File: config.mk
export PLATFORM = sky130hd
export DESIGN_NAME = ex_stage
export DESIGN_NICKNAME = d
export VERILOG_FILES = /design/src/rtl/ex_pkg.sv /design/src/rtl/ex_mul_iter.sv /design/src/rtl/ex_stage.sv
export SDC_FILE = /design/constraint.sdc
export NUM_CORES = 1
export LEC_CHECK = 0
export ABC_AREA = 0
export BUFFER_PORTS_ARGS = -buffer_cell sky130_fd_sc_hd__buf_2
export CELL_PAD_IN_SITES_DETAIL_PLACEMENT = 1
export CELL_PAD_IN_SITES_GLOBAL_PLACEMENT = 1
export CORE_ASPECT_RATIO = 1.2
export CORE_UTILIZATION = 45
export CTS_BUF_LIST = sky130_fd_sc_hd__clkbuf_4
export DETAILED_ROUTE_END_ITERATION = 12
export PLACE_DENSITY = 0.9
export REMOVE_ABC_BUFFERS = 1
export SLEW_MARGIN = 25
export SYNTH_ARGS = -nofsm -noshare
export SYNTH_HDL_FRONTEND = slang
export SYNTH_HIERARCHICAL = 1
export SYNTH_SLANG_ARGS = --single-unit
export TNS_END_PERCENT = 10
File: constraint.sdc
create_clock -name clk -period 4.9 [get_ports clk]
set_input_delay 0.98 -clock clk [delete_from_list [all_inputs] [get_ports clk]]
set_output_delay 0.98 -clock clk [all_outputs]
set_load 0.05 [all_outputs]
File: src/rtl/ex_pkg.sv
// Shared definitions for the execute stage: ALU opcode encodings, the multiplier
// FSM state type and default datapath widths.
package ex_pkg;

  localparam int DATA_W_DEF = 8;
  localparam int REG_W_DEF  = 3;

  typedef enum logic [1:0] {
    ALU_ADD = 2'b00,
    ALU_SUB = 2'b01,
    ALU_AND = 2'b10,
    ALU_MUL = 2'b11
  } alu_op_e;

  typedef enum logic {
    IDLE = 1'b0,
    BUSY = 1'b1
  } mul_state_e;

endpackage

File: src/rtl/ex_mul_iter.sv
// Iterative shift-add multiplier: one partial-product step per clock for DATA_W
// clocks. The low DATA_W bits of the product appear on result during the last step.
module ex_mul_iter
  import ex_pkg::*;
#(
  parameter int DATA_W = DATA_W_DEF
) (
  input  logic              clk,
  input  logic              rst,
  input  logic              start,
  input  logic [DATA_W-1:0] a,
  input  logic [DATA_W-1:0] b,
  output logic              busy,
  output logic              last,
  output logic [DATA_W-1:0] result
);

  localparam int CNT_W = (DATA_W > 1) ? $clog2(DATA_W) : 1;
  localparam logic [CNT_W-1:0] LAST_CNT = CNT_W'(DATA_W - 1);

  mul_state_e        state_q, state_d;
  logic [CNT_W-1:0]  cnt_q;
  logic [DATA_W-1:0] acc_q, mcand_q, mplier_q;

  // NOTE: every output of a combinational block is given a default first so no
  // path through the case statement can leave it unassigned and infer a latch.
  always_comb begin
    state_d = state_q;
    busy    = (state_q == BUSY);
    last    = busy && (cnt_q == LAST_CNT);
    result  = mcand_q[0] ? acc_q + mplier_q : acc_q;
    case (state_q)
      IDLE:    if (start) state_d = BUSY;
      BUSY:    if (last)  state_d = IDLE;
      default: state_d = IDLE;
    endcase
  end

  // NOTE: the multiplier working registers are reset explicitly so an aborted
  // multiply leaves nothing behind that a later start could observe.
  always_ff @(posedge clk) begin
    if (!rst) begin
      state_q  <= IDLE;
      cnt_q    <= '0;
      acc_q    <= '0;
      mcand_q  <= '0;
      mplier_q <= '0;
    end else begin
      state_q <= state_d;
      if (state_q == IDLE && start) begin
        mcand_q  <= a;
        mplier_q <= b;
        acc_q    <= '0;
        cnt_q    <= '0;
      end else if (state_q == BUSY) begin
        if (mcand_q[0]) acc_q <= acc_q + mplier_q;
        mcand_q  <= mcand_q >> 1;
        mplier_q <= mplier_q << 1;
        cnt_q    <= cnt_q + 1'b1;
      end
    end
  end

endmodule

File: src/rtl/ex_stage.sv
// Execute stage: forwards from its own EX/WB register, runs the ALU (with an
// iterative multiplier that stalls upstream) and registers the result into EX/WB.
module ex_stage
  import ex_pkg::*;
#(
  parameter int DATA_W   = DATA_W_DEF,
  parameter int REG_W    = REG_W_DEF,
  parameter int ZERO_REG = 1
) (
  input  logic              clk,
  input  logic              rst,
  input  logic              RegWrite_ID_EX,
  input  logic [1:0]        ALUop_ID_EX,
  input  logic [DATA_W-1:0] Data1_ID_EX,
  input  logic [DATA_W-1:0] Data2_ID_EX,
  input  logic [REG_W-1:0]  Rd_ID_EX,
  input  logic [REG_W-1:0]  Rs1_ID_EX,
  input  logic [REG_W-1:0]  Rs2_ID_EX,
  output logic              RegWrite_EX_WB,
  output logic [REG_W-1:0]  Rd_EX_WB,
  output logic [DATA_W-1:0] Result_EX_WB,
  output logic              stall_EX
);

  localparam bit ZR = (ZERO_REG != 0);

  alu_op_e           op;
  logic              fwd_a, fwd_b;
  logic [DATA_W-1:0] op_a, op_b, alu_y;
  logic              mul_start, mul_busy, mul_last;
  logic [DATA_W-1:0] mul_result;
  logic [REG_W-1:0]  rd_mul_q;
  logic              wb_we, mul_we;

  assign op = alu_op_e'(ALUop_ID_EX);

  always_comb begin
    fwd_a = RegWrite_EX_WB && (Rd_EX_WB == Rs1_ID_EX) && !(ZR && Rs1_ID_EX == '0);
    fwd_b = RegWrite_EX_WB && (Rd_EX_WB == Rs2_ID_EX) && !(ZR && Rs2_ID_EX == '0);
    op_a  = fwd_a ? Result_EX_WB : Data1_ID_EX;
    op_b  = fwd_b ? Result_EX_WB : Data2_ID_EX;
    alu_y = '0;
    case (op)
      ALU_ADD: alu_y = op_a + op_b;
      ALU_SUB: alu_y = op_a - op_b;
      ALU_AND: alu_y = op_a & op_b;
      default: alu_y = '0;  // MUL goes through the iterative unit
    endcase
  end

  // A MUL only starts when it really writes; a MUL bubble takes the 1-cycle path.
  assign mul_start = !mul_busy && RegWrite_ID_EX && (op == ALU_MUL);
  assign stall_EX  = mul_start || (mul_busy && !mul_last);
  assign wb_we     = RegWrite_ID_EX && !(ZR && Rd_ID_EX == '0);
  assign mul_we    = !(ZR && rd_mul_q == '0);

  ex_mul_iter #(.DATA_W(DATA_W)) u_mul (
    .clk    (clk),
    .rst    (rst),
    .start  (mul_start),
    .a      (op_a),
    .b      (op_b),
    .busy   (mul_busy),
    .last   (mul_last),
    .result (mul_result)
  );

  // NOTE: sequential state uses non-blocking assignments so every register in
  // this block samples pre-edge values, independent of statement order.
  always_ff @(posedge clk) begin
    if (!rst) begin
      RegWrite_EX_WB <= 1'b0;
      Rd_EX_WB       <= '0;
      Result_EX_WB   <= '0;
      rd_mul_q       <= '0;
    end else if (mul_busy) begin
      RegWrite_EX_WB <= mul_last && mul_we;
      if (mul_last) begin
        Rd_EX_WB     <= rd_mul_q;
        Result_EX_WB <= mul_result;
      end
    end else if (mul_start) begin
      RegWrite_EX_WB <= 1'b0;
      rd_mul_q       <= Rd_ID_EX;
    end else begin
      RegWrite_EX_WB <= wb_we;
      Rd_EX_WB       <= Rd_ID_EX;
      Result_EX_WB   <= alu_y;
    end
  end

endmodule
# Word-level counts from Yosys, hierarchy flattened
# Cells that the tools add are included.
dict set report totals {
  reg_bits 43
  inputBits 30
  out_inout_bits 13
}
dict set report classes {
  n_addsub 4
  eq_ne 8
  mux 19
  bitwise_logic 3
  n_reduce_logical 27
}
# op n
set op_table {}
lappend op_table {{2-to-1 mux 8 bit} 10}
lappend op_table {{one-hot mux 8 bit (3 select lines)} 1}
lappend op_table {{adder 8 bit} 2}
lappend op_table {{logical NOT 3 bit} 4}
lappend op_table {{logical AND 1 bit} 11}
lappend op_table {{2-to-1 mux 3 bit} 3}
lappend op_table {{AND 8 bit} 1}
lappend op_table {{subtractor 8 bit} 1}
lappend op_table {{equality test 3 bit} 2}
lappend op_table {{logical NOT 1 bit} 6}
lappend op_table {{equality test 2 bit, second input constant} 2}
lappend op_table {{2-to-1 mux 1 bit} 4}
lappend op_table {{AND reduction 2 bit} 2}
lappend op_table {{adder 3 x 1 -> 3 bit, second input constant} 1}
lappend op_table {{equality test 3 bit, second input constant} 1}
lappend op_table {{equality test 2 x 1 -> 1 bit, second input constant} 1}
lappend op_table {{logical NOT 2 bit} 1}
lappend op_table {{inequality test 2 x 1 -> 1 bit, second input constant} 1}
lappend op_table {{inequality test 2 bit, second input constant} 1}
lappend op_table {{inverter 1 bit} 2}
lappend op_table {{one-hot mux 1 bit (2 select lines)} 1}
lappend op_table {{nonzero test 2 bit} 1}
lappend op_table {{OR reduction 2 bit} 1}
lappend op_table {{logical OR 1 bit} 1}

# Longest topological paths before layout
# Gate-level depths: netlist (run 1).
dict set report logic_depth {
  depth_word 8
  depth_mapped 16
  depth_no_buf 14
}

# Cells and area by module
# Netlist (run 1), hierarchy kept.
# module n_inst cells_each area_per_inst_um2
set by_module_without_submodules {}
lappend by_module_without_submodules {ex_mul_iter 1 199 1711.6}
lappend by_module_without_submodules {ex_stage 1 201 1652.8}

# Least setup slack after synthesis (run 1)
# OpenSTA, ideal clock, no wires.
dict set report synth_timing {
  kind {input-to-reg}
  start {input Rs2_ID_EX[2]}
  end {register Result_EX_WB[7]}
  setup_time_ps 64
  arrival_ps 3975
  t_required_ps 4836
  path_slack_ps 861
  stages 15
  n_path_buf 2
  cell_sequence {o21bai_1 -> o21a_1 -> nor2_1 -> buf_2 -> buf_4 -> mux2i_1 -> nand2_1 -> xor2_1 -> ha_1 -> and3_1 -> a21oi_1 -> o21ai_0 -> o41ai_1 -> or4b_1 -> nand4_1}
}
dict set report synth_via {
  elab_chain_cells 8
  word_cells_on_any_way 12
  classes_between {2 x add/sub; 1 x eq/ne; 4 x mux; 1 x bitwise; 4 x reduce/logical}
}
# item line_no
set synth_lines {}
lappend synth_lines {{start, declared} ex_stage.sv:18} ;# input logic [REG_W-1:0] Rs2_ID_EX,
lappend synth_lines {{equality test 3 bit / logical NOT 3 bit (equally long branches)} ex_stage.sv:39} ;# fwd_b = RegWrite_EX_WB && (Rd_EX_WB == Rs2_ID_EX) && !(ZR && Rs2_ID_EX == '0);
lappend synth_lines {{logical AND 1 bit / logical NOT 1 bit (equally long branches)} ex_stage.sv:39}
lappend synth_lines {{logical AND 1 bit (*)} ex_stage.sv:39}
lappend synth_lines {{2-to-1 mux 8 bit (*)} ex_stage.sv:41} ;# op_b = fwd_b ? Result_EX_WB : Data2_ID_EX;
lappend synth_lines {{subtractor 8 bit, or another cell as far along} ex_stage.sv:45} ;# ALU_SUB: alu_y = op_a - op_b;
lappend synth_lines {{one-hot mux 8 bit (3 select lines) (*)} ex_stage.sv:43} ;# case (op)
lappend synth_lines {{2-to-1 mux 8 bit (*)} ex_stage.sv:82} ;# end else if (mul_start) begin
lappend synth_lines {{2-to-1 mux 8 bit (*)} ex_stage.sv:76} ;# end else if (mul_busy) begin
lappend synth_lines {{end signal, assigned} ex_stage.sv:80} ;# Result_EX_WB <= mul_result;
lappend synth_lines {{end signal, assigned} ex_stage.sv:88} ;# Result_EX_WB <= alu_y;
lappend synth_lines {{end, declared} ex_stage.sv:21} ;# output logic [DATA_W-1:0] Result_EX_WB,
# Every way passes the cells marked *; elsewhere a longest branch is shown, timed or not. The select of a mux whose other input is x is not followed.
# A chain may end at the register's enable or synchronous reset.

# Final worst setup path (run 1)
dict set report layout_timing {
  start {input Rs2_ID_EX[2]}
  end {register Result_EX_WB[7]}
}
dict set report layout_via {
  elab_chain_cells 8
  word_cells_on_any_way 12
  classes_between {2 x add/sub; 1 x eq/ne; 4 x mux; 1 x bitwise; 4 x reduce/logical}
}
# item line_no
set layout_lines {}
lappend layout_lines {{equality test 3 bit / logical NOT 3 bit (equally long branches)} ex_stage.sv:39}
lappend layout_lines {{logical AND 1 bit / logical NOT 1 bit (equally long branches)} ex_stage.sv:39}
lappend layout_lines {{logical AND 1 bit (*)} ex_stage.sv:39}
lappend layout_lines {{2-to-1 mux 8 bit (*)} ex_stage.sv:41}
lappend layout_lines {{via op_b[3]} ex_stage.sv:29} ;# logic [DATA_W-1:0] op_a, op_b, alu_y;
lappend layout_lines {{subtractor 8 bit / adder 8 bit (equally long branches)} {ex_stage.sv:45, ex_stage.sv:44}}
lappend layout_lines {{one-hot mux 8 bit (3 select lines) (*)} ex_stage.sv:43}
lappend layout_lines {{2-to-1 mux 8 bit (*)} ex_stage.sv:82}
lappend layout_lines {{2-to-1 mux 8 bit (*)} ex_stage.sv:76}
# Mark *: on every way through the listed nets, which the timed path passes. The rest lies on a longest branch. The select of a mux whose other input is x is not followed.

==> results.txt, run 1 <==
----------------------------------------------------
[Synth]
  Sequential element share of the synthesized area ... 25.59%
  Post-synthesis cell area ... 0.003364 sq mm
  Count of flip-flops with a built-in enable after synthesis ... 0
  Fraction of synthesis flops using an asynchronous set or reset pin ... 0%
  Library cells used by synthesis ... 68
  Top FF cell, synth ... dfxtp_1
  Cell count after synthesis ... 400
  Post-Syn Area per Cell ... 8.411 sq um
  Yosys warning total ... 6
  Flip-flop and latch count after synthesis ... 43

[Place]
  Post-detail-place hpwl ... 7409 microns
  Weighted congestion reported at the end of routability-driven placement ... 0.8492
  Number of buffers inserted by port buffering ... 42
  Setup WS pre-CTS ... 375.5 ps
  Cells after DPL ... 514

[Clock network]
  Root Driver ... clkbuf_4
  Post-CTS Hold Fix Bufs ... 0
  Cells resized by post-CTS repair ... 0
  Clock latency of the later-clocked register in the worst-skew pair ... 380 ps
  Clock tree from TritonCTS ... yes
  TritonCTS buffer count ... 5
  Sink count of the clock tree ... 43
  Clock-pin slew on the worst setup and hold paths ... 130 ps
  Post-CTS repair timing setup buffer count ... 0
  H-tree levels ... 2
  Longest Clk Path Bufs ... 2

[Die]
  Die W ... 80.94 microns
  Area inside the core boundary ... 0.007232 sq mm
  Die H ... 96.72 microns
  Initial Utilization ... 46.52%
  Cell row count ... 34
  Full die area ... 0.007828 sq mm
  I/O Pins ... 43

[Run status]
  Outcome ... completed

[Setup path]
  Peak fanout along the critical path ... 20
  Critical path endpoint category ... flip-flop
  Worst Path Arrival ... 4470 ps
  Data required time at the worst endpoint ... 5230 ps
  CP startpoint kind ... input port
  Critical Setup Path Class ... input port to flip-flop

[Timing]
  Final setup slack of the worst path ... 757.1 ps
  Final setup violation count ... 0
  Setup TNS ... 0 ps
  Number of slew-limit violations in the final report ... 0
  Post-route clock skew ... 10.58 ps
  Final critical-path share of the clock period ... 84.55%
  Measured slew at the worst slew-check pin ... 795.2 ps
  Clock period minus final worst setup slack ... 4143 ps
  Number of endpoints with negative hold slack in the final report ... 0
  Slew margin rel. ... 46.88%
  Maximum frequency from static timing analysis ... 241.4 MHz
  Unrepaired setup endpoints after global routing ... false

[Layout]
  Syn-to-layout area delta ... 8.553%
  Count of fill cells added during filler insertion ... 916
  Net total in the final layout ... 480
  Layout cells sized above 1 ... 19.44%
  Total area of multi-input combinational cells ... 0.002321 sq mm
  Area of all sequential standard cells ... 862.1 sq um
  Utilization after layout ... 50.50%
  Antenna diode count ... 0
  Final non-filler cell total ... 522

[Global route]
  Pin count of the biggest net entering global routing ... 49
  Remaining global-route overflow ... 0
  Initial antenna violation count ... 0
  All-layer global routing usage ... 26.24%
  Number of global-route vias before repair ... 3228
  First-pass GRT wire length ... 15940 microns

[Power]
  Switch Pwr ... 0.0003373 W
  Combinational cell fraction of total power ... 32.8%
  Cell area power density ... 239.8 mW/mm^2
  Pleak ... 1.454 nW
  Power, Total ... 0.0008759 W
  Internal portion of total power ... 0.0005386 W
  Part of the total power dissipated in sequential elements ... 46.3%
  Switching part of the total ... 38.51%
  Clock power frac ... 20.9%
  Worst VDD drop ... 0.1025 mV

[Detailed routing]
  Total wire length ... 9676 microns
  Number of remaining DRC errors ... 0
  Via count of the routed design ... 3091
  Antenna violation net count after detailed routing ... 0
  First-pass iteration count of the detailed router ... 4
  Average wire per standard cell ... 18.54 microns
  Violation count after the first detailed-routing iteration ... 162
  Post-detailed-route via-to-cell ratio ... 5.921

[Worst hold path]
  Type of the worst min-delay path ... flip-flop to flip-flop

[Flow run]
  Max-cap check violation count ... 0

----------------------------------------------------
worst max-delay path: stages:
cell      delay (ps)
buf_2            100
o21bai_1         140
o21a_1           190
nor2_1           120
buf_4            280
mux2_2           430
o21ai_1          170
xor2_1           160
ha_1             280
and3_1           170
a21oi_1          120
o21ai_0          170
o41ai_1          550
or4b_1           500
nand4_1          100
power by group through the flow:
stage / Combinational [W] / Sequential, W / Clock [W]
2_1_floorplan: 0.000161 / 0.000448 / 0
3_3_place_gp: 0.000270 / 0.000410 / 0
3_5_place_dp: 0.000283 / 0.000413 / 0
4_1_cts: 0.000286 / 0.000405 / 0.000186
5_1_grt: 0.000314 / 0.000409 / 0.000201
6_report: 0.000287 / 0.000406 / 0.000183
layer usage:
layer  wire [microns]  part of all wire [%]  track usage (%)
met1             4187                    43            31.69
met4              126                   1.3            8.516
met2             5084                    53            46.93
met5                0                     0                0
met3              278                   2.9            2.925
path summary, 6_finish.rpt:
path,start,endpoint,slack (ps),depth (start not counted)
setup reg to reg,Rd_EX_WB[0],Result_EX_WB[7],1020,14
hold / removal,u_mul/acc_q[3],u_mul/acc_q[3],500,2
setup / recovery,Rs2_ID_EX[2],Result_EX_WB[7],760,15
hold reg to reg,u_mul/acc_q[3],u_mul/acc_q[3],500,2
cells by family after synthesis:
logic type               Yosys count  synth area share [%]
AND/OR/NAND/NOR                  136                 21.31
AO/OA/AOI/OAI                     94                 19.49
multiplexers                      49                 15.40
flip-flops                        43                 25.59
buffers and inverters             39                 5.504
XOR/XNOR                          20                 5.206
adder cells (fa/ha/maj)           19                 7.512
registers in the layout (all words and copies together) (netlist names):
signal	flops
Rd_EX_WB	3
RegWrite_EX_WB	1
Result_EX_WB	8
rd_mul_q	3
u_mul/acc_q	8
u_mul/busy	1
u_mul/cnt_q	3
u_mul/mcand_q	8
u_mul/mplier_q	8
through the flow:
stage / area [sq um] / hold slack (ps)
after floorplan: 3243 / 446.8
after global placement: 3600 / 457.8
after detailed placement: 3600 / 482.3
after CTS: 3652 / 500.5
after global routing: 3652 / 520.5
final: 3652 / 498.1
cells in the mapped netlist, types with 3 or more instances:
| cell | number | area share (%) |
|---|---|---|
| inv_1 | 16 | 1.8 |
| o21a_1 | 4 | 0.89 |
| and2_1 | 17 | 3.2 |
| xor2_1 | 7 | 1.8 |
| nor3_1 | 6 | 0.89 |
| o211a_1 | 4 | 1.2 |
| nand2_1 | 39 | 4.4 |
| ha_1 | 17 | 6.3 |
| o21ai_1 | 8 | 1.2 |
| nor2_1 | 29 | 3.2 |
| xnor2_1 | 13 | 3.4 |
| o21ai_0 | 24 | 3.6 |
| clkbuf_1 | 11 | 1.2 |
| buf_2 | 6 | 0.89 |
| nor2b_1 | 7 | 1.3 |
| a21o_1 | 3 | 0.67 |
| o21bai_1 | 3 | 0.67 |
| a31oi_1 | 3 | 0.56 |
| a21oi_1 | 11 | 1.6 |
| dfxtp_1 | 43 | 26 |
| mux2_2 | 15 | 5.0 |
| nand3_1 | 11 | 1.6 |
| o221ai_1 | 4 | 1.0 |
| buf_4 | 3 | 0.67 |
| mux2i_1 | 31 | 9.2 |
| o211ai_1 | 9 | 2.0 |
| nand4_1 | 3 | 0.56 |
| nor4b_1 | 3 | 0.78 |
| o311ai_0 | 3 | 0.78 |
cell usage in the layout (no fill, tap or decap), types with 13 or more instances in the layout:
cell type	instances
and2_1	17
buf_2	42
dfxtp_1	42
ha_1	17
inv_1	16
mux2_2	15
mux2i_1	31
nand2_1	39
nor2_1	29
o21ai_0	24
xnor2_1	13
cell type report:
type                       count  area share (%)
multi-input combinational    318           63.55
timing repair buffer          46           6.578
sequential                    43           23.60
clock inverter                 2          0.2056
clock buffer                   6           1.233
inverter                      17           1.747
tap                           90           3.083
Note: power is estimated with default switching activity, not from simulation.
==> run 2, diff against run 1 <==
--- a/config.mk
+++ b/config.mk
@@ -5,15 +5,15 @@
 export SDC_FILE = /design/constraint.sdc
 export NUM_CORES = 1
 export LEC_CHECK = 0
-export ABC_AREA = 0
+export ABC_AREA = 1
 export BUFFER_PORTS_ARGS = -buffer_cell sky130_fd_sc_hd__buf_2
 export CELL_PAD_IN_SITES_DETAIL_PLACEMENT = 1
 export CELL_PAD_IN_SITES_GLOBAL_PLACEMENT = 1
 export CORE_ASPECT_RATIO = 1.2
-export CORE_UTILIZATION = 45
+export CORE_UTILIZATION = 38
 export CTS_BUF_LIST = sky130_fd_sc_hd__clkbuf_4
 export DETAILED_ROUTE_END_ITERATION = 12
-export PLACE_DENSITY = 0.9
+export PLACE_DENSITY = 0.87
 export REMOVE_ABC_BUFFERS = 1
 export SLEW_MARGIN = 25
 export SYNTH_ARGS = -nofsm -noshare
==> constraint.sdc (replaced) <==
create_clock -name clk -period 3.7 [get_ports clk]
set_input_delay 0.74 -clock clk [delete_from_list [all_inputs] [get_ports clk]]
set_output_delay 0.74 -clock clk [all_outputs]
set_load 0.05 [all_outputs]
==> results.txt, run 2 <==
----------------------------------------------------
[Layout]
  Most used cells in the layout excluding fill and tap cells ... 172 x nand2_1, 83 x inv_1, 43 x dfxtp_1 (was 42 x dfxtp_1, 42 x buf_2, 39 x nand2_1)
  Leading cell type in the layout, fill and taps excluded ... nand2_1
  Antenna diode count ... 0 (unchanged)
  Syn-to-layout area delta ... 10.56% (was 8.553%)
  Final non-filler cell total ... 691 (was 522)
  Layout cells sized above 1 ... 15.33% (was 19.44%)
  Finished Cell Area ... 0.003706 sq mm (was 0.003652 sq mm)
  Net total in the final layout ... 624 (was 480)

[Power]
  Internal portion of total power ... 0.0007027 W (was 0.0005386 W)
  Switch Pwr ... 0.0004752 W (was 0.0003373 W)
  Switching part of the total ... 40.34% (was 38.51%)
  Part of the total power dissipated in sequential elements ... 44.2% (was 46.3%)
  Clock power frac ... 19.4% (was 20.9%)
  Pleak ... 1.985 nW (was 1.454 nW)
  Cell area power density ... 317.8 mW/mm^2 (was 239.8 mW/mm^2)
  Combinational cell fraction of total power ... 36.4% (was 32.8%)
  Worst VDD drop ... 0.1063 mV (was 0.1025 mV)

[Detailed routing]
  First-pass iteration count of the detailed router ... 6 (was 4)
  Number of remaining DRC errors ... 0 (unchanged)
  Average wire per standard cell ... 14.58 microns (was 18.54 microns)
  Post-detailed-route via-to-cell ratio ... 5.104 (was 5.921)
  Via count of the routed design ... 3527 (was 3091)
  Violation count after the first detailed-routing iteration ... 190 (was 162)
  Antenna violation net count after detailed routing ... 0 (unchanged)
  Total wire length ... 10080 microns (was 9676 microns)

[Clock network]
  Post-CTS Hold Fix Bufs ... 0 (unchanged)
  Longest Clk Path Bufs ... 2 (unchanged)
  TritonCTS buffer count ... 5 (unchanged)
  Clock tree from TritonCTS ... yes (unchanged)
  Clock-pin slew on the worst setup and hold paths ... 120 ps (was 130 ps)
  H-tree levels ... 2 (unchanged)
  Sink count of the clock tree ... 43 (unchanged)
  Root Driver ... clkbuf_4 (unchanged)
  Clock latency of the later-clocked register in the worst-skew pair ... 370 ps (was 380 ps)
  Post-CTS repair timing setup buffer count ... 0 (unchanged)
  Cells resized by post-CTS repair ... 0 (unchanged)

[Synth]
  Post-synthesis compound-gate area fraction ... 14.45% (was 19.49%)
  Combinational family with the most area after synthesis ... simple AND/OR/NAND/NOR gates (unchanged)
  Post-synthesis cell area ... 0.003352 sq mm (was 0.003364 sq mm)
  Fraction of synthesis flops using an asynchronous set or reset pin ... 0% (unchanged)
  Post-Syn Area per Cell ... 6.289 sq um (was 8.411 sq um)
  Top FF cell, synth ... dfxtp_1 (unchanged)
  Most common cell in the netlist ... nand2_1 (was dfxtp_1)
  Share of Yosys cell area claimed by the top area cell type ... 25.68% (was 25.59%)
  Main area contributors after synthesis ... dfxtp_1 26%, nand2_1 19%, inv_1 9.3% (was dfxtp_1 26%, mux2i_1 9.2%, ha_1 6.3%)
  Flip-flop and latch count after synthesis ... 43 (unchanged)
  Yosys warning total ... 6 (unchanged)
  Most area-hungry cell type in the Yosys netlist ... dfxtp_1 (unchanged)
  Count of flip-flops with a built-in enable after synthesis ... 0 (unchanged)
  Cell count after synthesis ... 533 (was 400)
  Library cells used by synthesis ... 47 (was 68)
  Commonest cells in the netlist ... 172 x nand2_1, 83 x inv_1, 43 x dfxtp_1 (was 43 x dfxtp_1, 39 x nand2_1, 31 x mux2i_1)
  Synthesized-area fraction occupied by xor and xnor cells ... 2.352% (was 5.206%)
  Share of synthesized cell area in and, or, nand and nor gates ... 37.59% (was 21.31%)
  Arithmetic-cell share of the synthesized area counting full adders, half adders and majority gates ... 7.540% (was 7.512%)
  Share of synthesized area spent on multiplexers ... 0% (was 15.40%)
  Sequential element share of the synthesized area ... 25.68% (was 25.59%)

[Die]
  Cell row count ... 37 (was 34)
  Initial Utilization ... 39.14% (was 46.52%)
  Die H ... 104.9 microns (was 96.72 microns)
  I/O Pins ... 43 (unchanged)
  Die W ... 87.74 microns (was 80.94 microns)
  Area inside the core boundary ... 0.008564 sq mm (was 0.007232 sq mm)
  Full die area ... 0.009202 sq mm (was 0.007828 sq mm)

[Setup path]
  Reg2Reg Launch Point ... Rd_EX_WB[0] (unchanged)
  Cell seen most often among critical-path stages ... nand2_1
  Worst Path Arrival ... 3490 ps (was 4470 ps)
  Capture point of the worst reg-to-reg path ... Result_EX_WB[7] (unchanged)
  Critical Setup Path Class ... input port to flip-flop (unchanged)
  Data required time at the worst endpoint ... 3960 ps (was 5230 ps)
  Critical path endpoint category ... flip-flop (unchanged)
  Worst reg2reg setup slack ... 480 ps (was 1020 ps)
  CP Cell Sequence ... buf_2 > o21ai_1 > nand2_2 > nand3_4 > nand2_1 > nand2_2 > nand2_4 > nor2_4 > a31oi_2 > o21ai_1 > xor2_1 > ha_1 > a21oi_1 > o21ai_0 > a21oi_1 > inv_1 > nand3_1 > nand2_1 > inv_1 > nand2_1 > nand3_1 > nand2_1 > nand2_1 > a21oi_2 (was buf_2 > o21bai_1 > o21a_1 > nor2_1 > buf_4 > mux2_2 > o21ai_1 > xor2_1 > ha_1 > and3_1 > a21oi_1 > o21ai_0 > o41ai_1 > or4b_1 > nand4_1)
  Crit path max-delay cell type ... ha_1 (was o41ai_1)
  Peak fanout along the critical path ... 10 (was 20)
  CP startpoint kind ... input port (unchanged)
  Worst r2r path cells ... 25 (was 14)
  Crit path largest cell delay ... 280 ps (was 550 ps)

[Global route]
  Number of global-route vias before repair ... 3638 (was 3228)
  All-layer global routing usage ... 23.35% (was 26.24%)
  Initial antenna violation count ... 0 (unchanged)
  First-pass GRT wire length ... 16800 microns (was 15940 microns)
  Remaining global-route overflow ... 0 (unchanged)
  Pin count of the biggest net entering global routing ... 42 (was 49)

[Timing]
  Hold Worst Slack ... 480.0 ps (was 498.1 ps)
  Final critical-path share of the clock period ... 87.28%
  Number of endpoints with negative hold slack in the final report ... 0 (unchanged)
  Clock period minus final worst setup slack ... 3229 ps
  Setup TNS ... 0 ps (unchanged)
  Number of slew-limit violations in the final report ... 0 (unchanged)
  Maximum frequency from static timing analysis ... 309.7 MHz
  Slew margin rel. ... 54.53% (was 46.88%)
  Unrepaired setup endpoints after global routing ... false (unchanged)
  Final setup violation count ... 0 (unchanged)
  Measured slew at the worst slew-check pin ... 681.3 ps (was 795.2 ps)
  Post-route clock skew ... 7.942 ps (was 10.58 ps)

[Worst hold path]
  Hold Path Sink ... u_mul/cnt_q[1] (was u_mul/acc_q[3])
  Worst Hold Launch ... u_mul/cnt_q[1] (was u_mul/acc_q[3])
  Type of the worst min-delay path ... flip-flop to flip-flop (unchanged)
  Cell depth of the worst hold path ... 2 (unchanged)

[Place]
  Cells after DPL ... 685 (was 514)
  Number of buffers inserted by port buffering ... 42 (unchanged)
  Weighted congestion reported at the end of routability-driven placement ... 0.8828 (was 0.8492)
  Post-detail-place hpwl ... 8246 microns (was 7409 microns)
  Cell area after placement ... 0.003661 sq mm (was 0.003600 sq mm)

[Run status]
  Outcome ... completed (unchanged)

[Flow run]
  Max-cap check violation count ... 0 (unchanged)

----------------------------------------------------
==> run 2: logic make-up after synthesis <==
group	count (synthesis)
xor+xnor	9
flops	43
compound gates	81
buf+inv	100
simple gates	281
fa+ha+maj	19
==> run 2: cell type report <==
class	count	area, sq um
clock buffer	6	45.04
inverter	88	330.3
multi-input combinational	390	2076
sequential	43	860.8
timing repair buffer	47	247.7
tap	117	146.4
fill	1205	4858
==> run 2: worst max path at each step <==
stage | slack (ps) | end | cells after the start | from
floorplan | 280 | Rd_EX_WB[0] | 5 | u_mul/busy
global placement | 300 | Result_EX_WB[7] | 24 | Rs2_ID_EX[0]
detailed placement | 110 | Result_EX_WB[7] | 24 | Rs2_ID_EX[0]
CTS | 510 | Result_EX_WB[7] | 24 | Rs2_ID_EX[0]
global route | 160 | Result_EX_WB[7] | 24 | Rs2_ID_EX[0]
finish | 470 | Result_EX_WB[7] | 24 | Rs2_ID_EX[0]
==> run 2: metal layers <==
metal / vias up / global-route usage (%) / wire length (microns)
li1: 1782 / - / -
met1: 1658 / 26.02 / 4161
met2: 66 / 42.69 / 5174
met3: 21 / 2.528 / 274
met4: 0 / 11.48 / 466
met5: - / 0 / 0
==> run 2: power groups by stage <==
stage / Clock (W) / Sequential, W / Combinational [W]
3_3_place_gp: 0 / 0.000529 / 0.000411
3_5_place_dp: 0 / 0.000531 / 0.000427
2_1_floorplan: 0 / 0.000578 / 0.000253
4_1_cts: 0.000236 / 0.000520 / 0.000430
6_report: 0.000229 / 0.000520 / 0.000429
5_1_grt: 0.000250 / 0.000525 / 0.000477
==> run 2: through the flow <==
step           setup WS [ps]  util [%]  total power (W)
2_1_floorplan          280.3         -        0.0008315
3_3_place_gp           297.0     42.75        0.0009396
3_5_place_dp           113.7     42.75        0.0009579
4_1_cts                511.2     43.27         0.001186
5_1_grt                163.8     43.27         0.001252
6_report               470.6     43.27         0.001178
==> run 2: critical path, delay by kind of cell <==
family                     cells  cell delay, ps
AOI/OAI and AO/OA              7             940
xor gates and xnor gates       1             170
adders and majority gates      1             280
buffers and inverters          3             230
and+or+nand+nor               12            1110
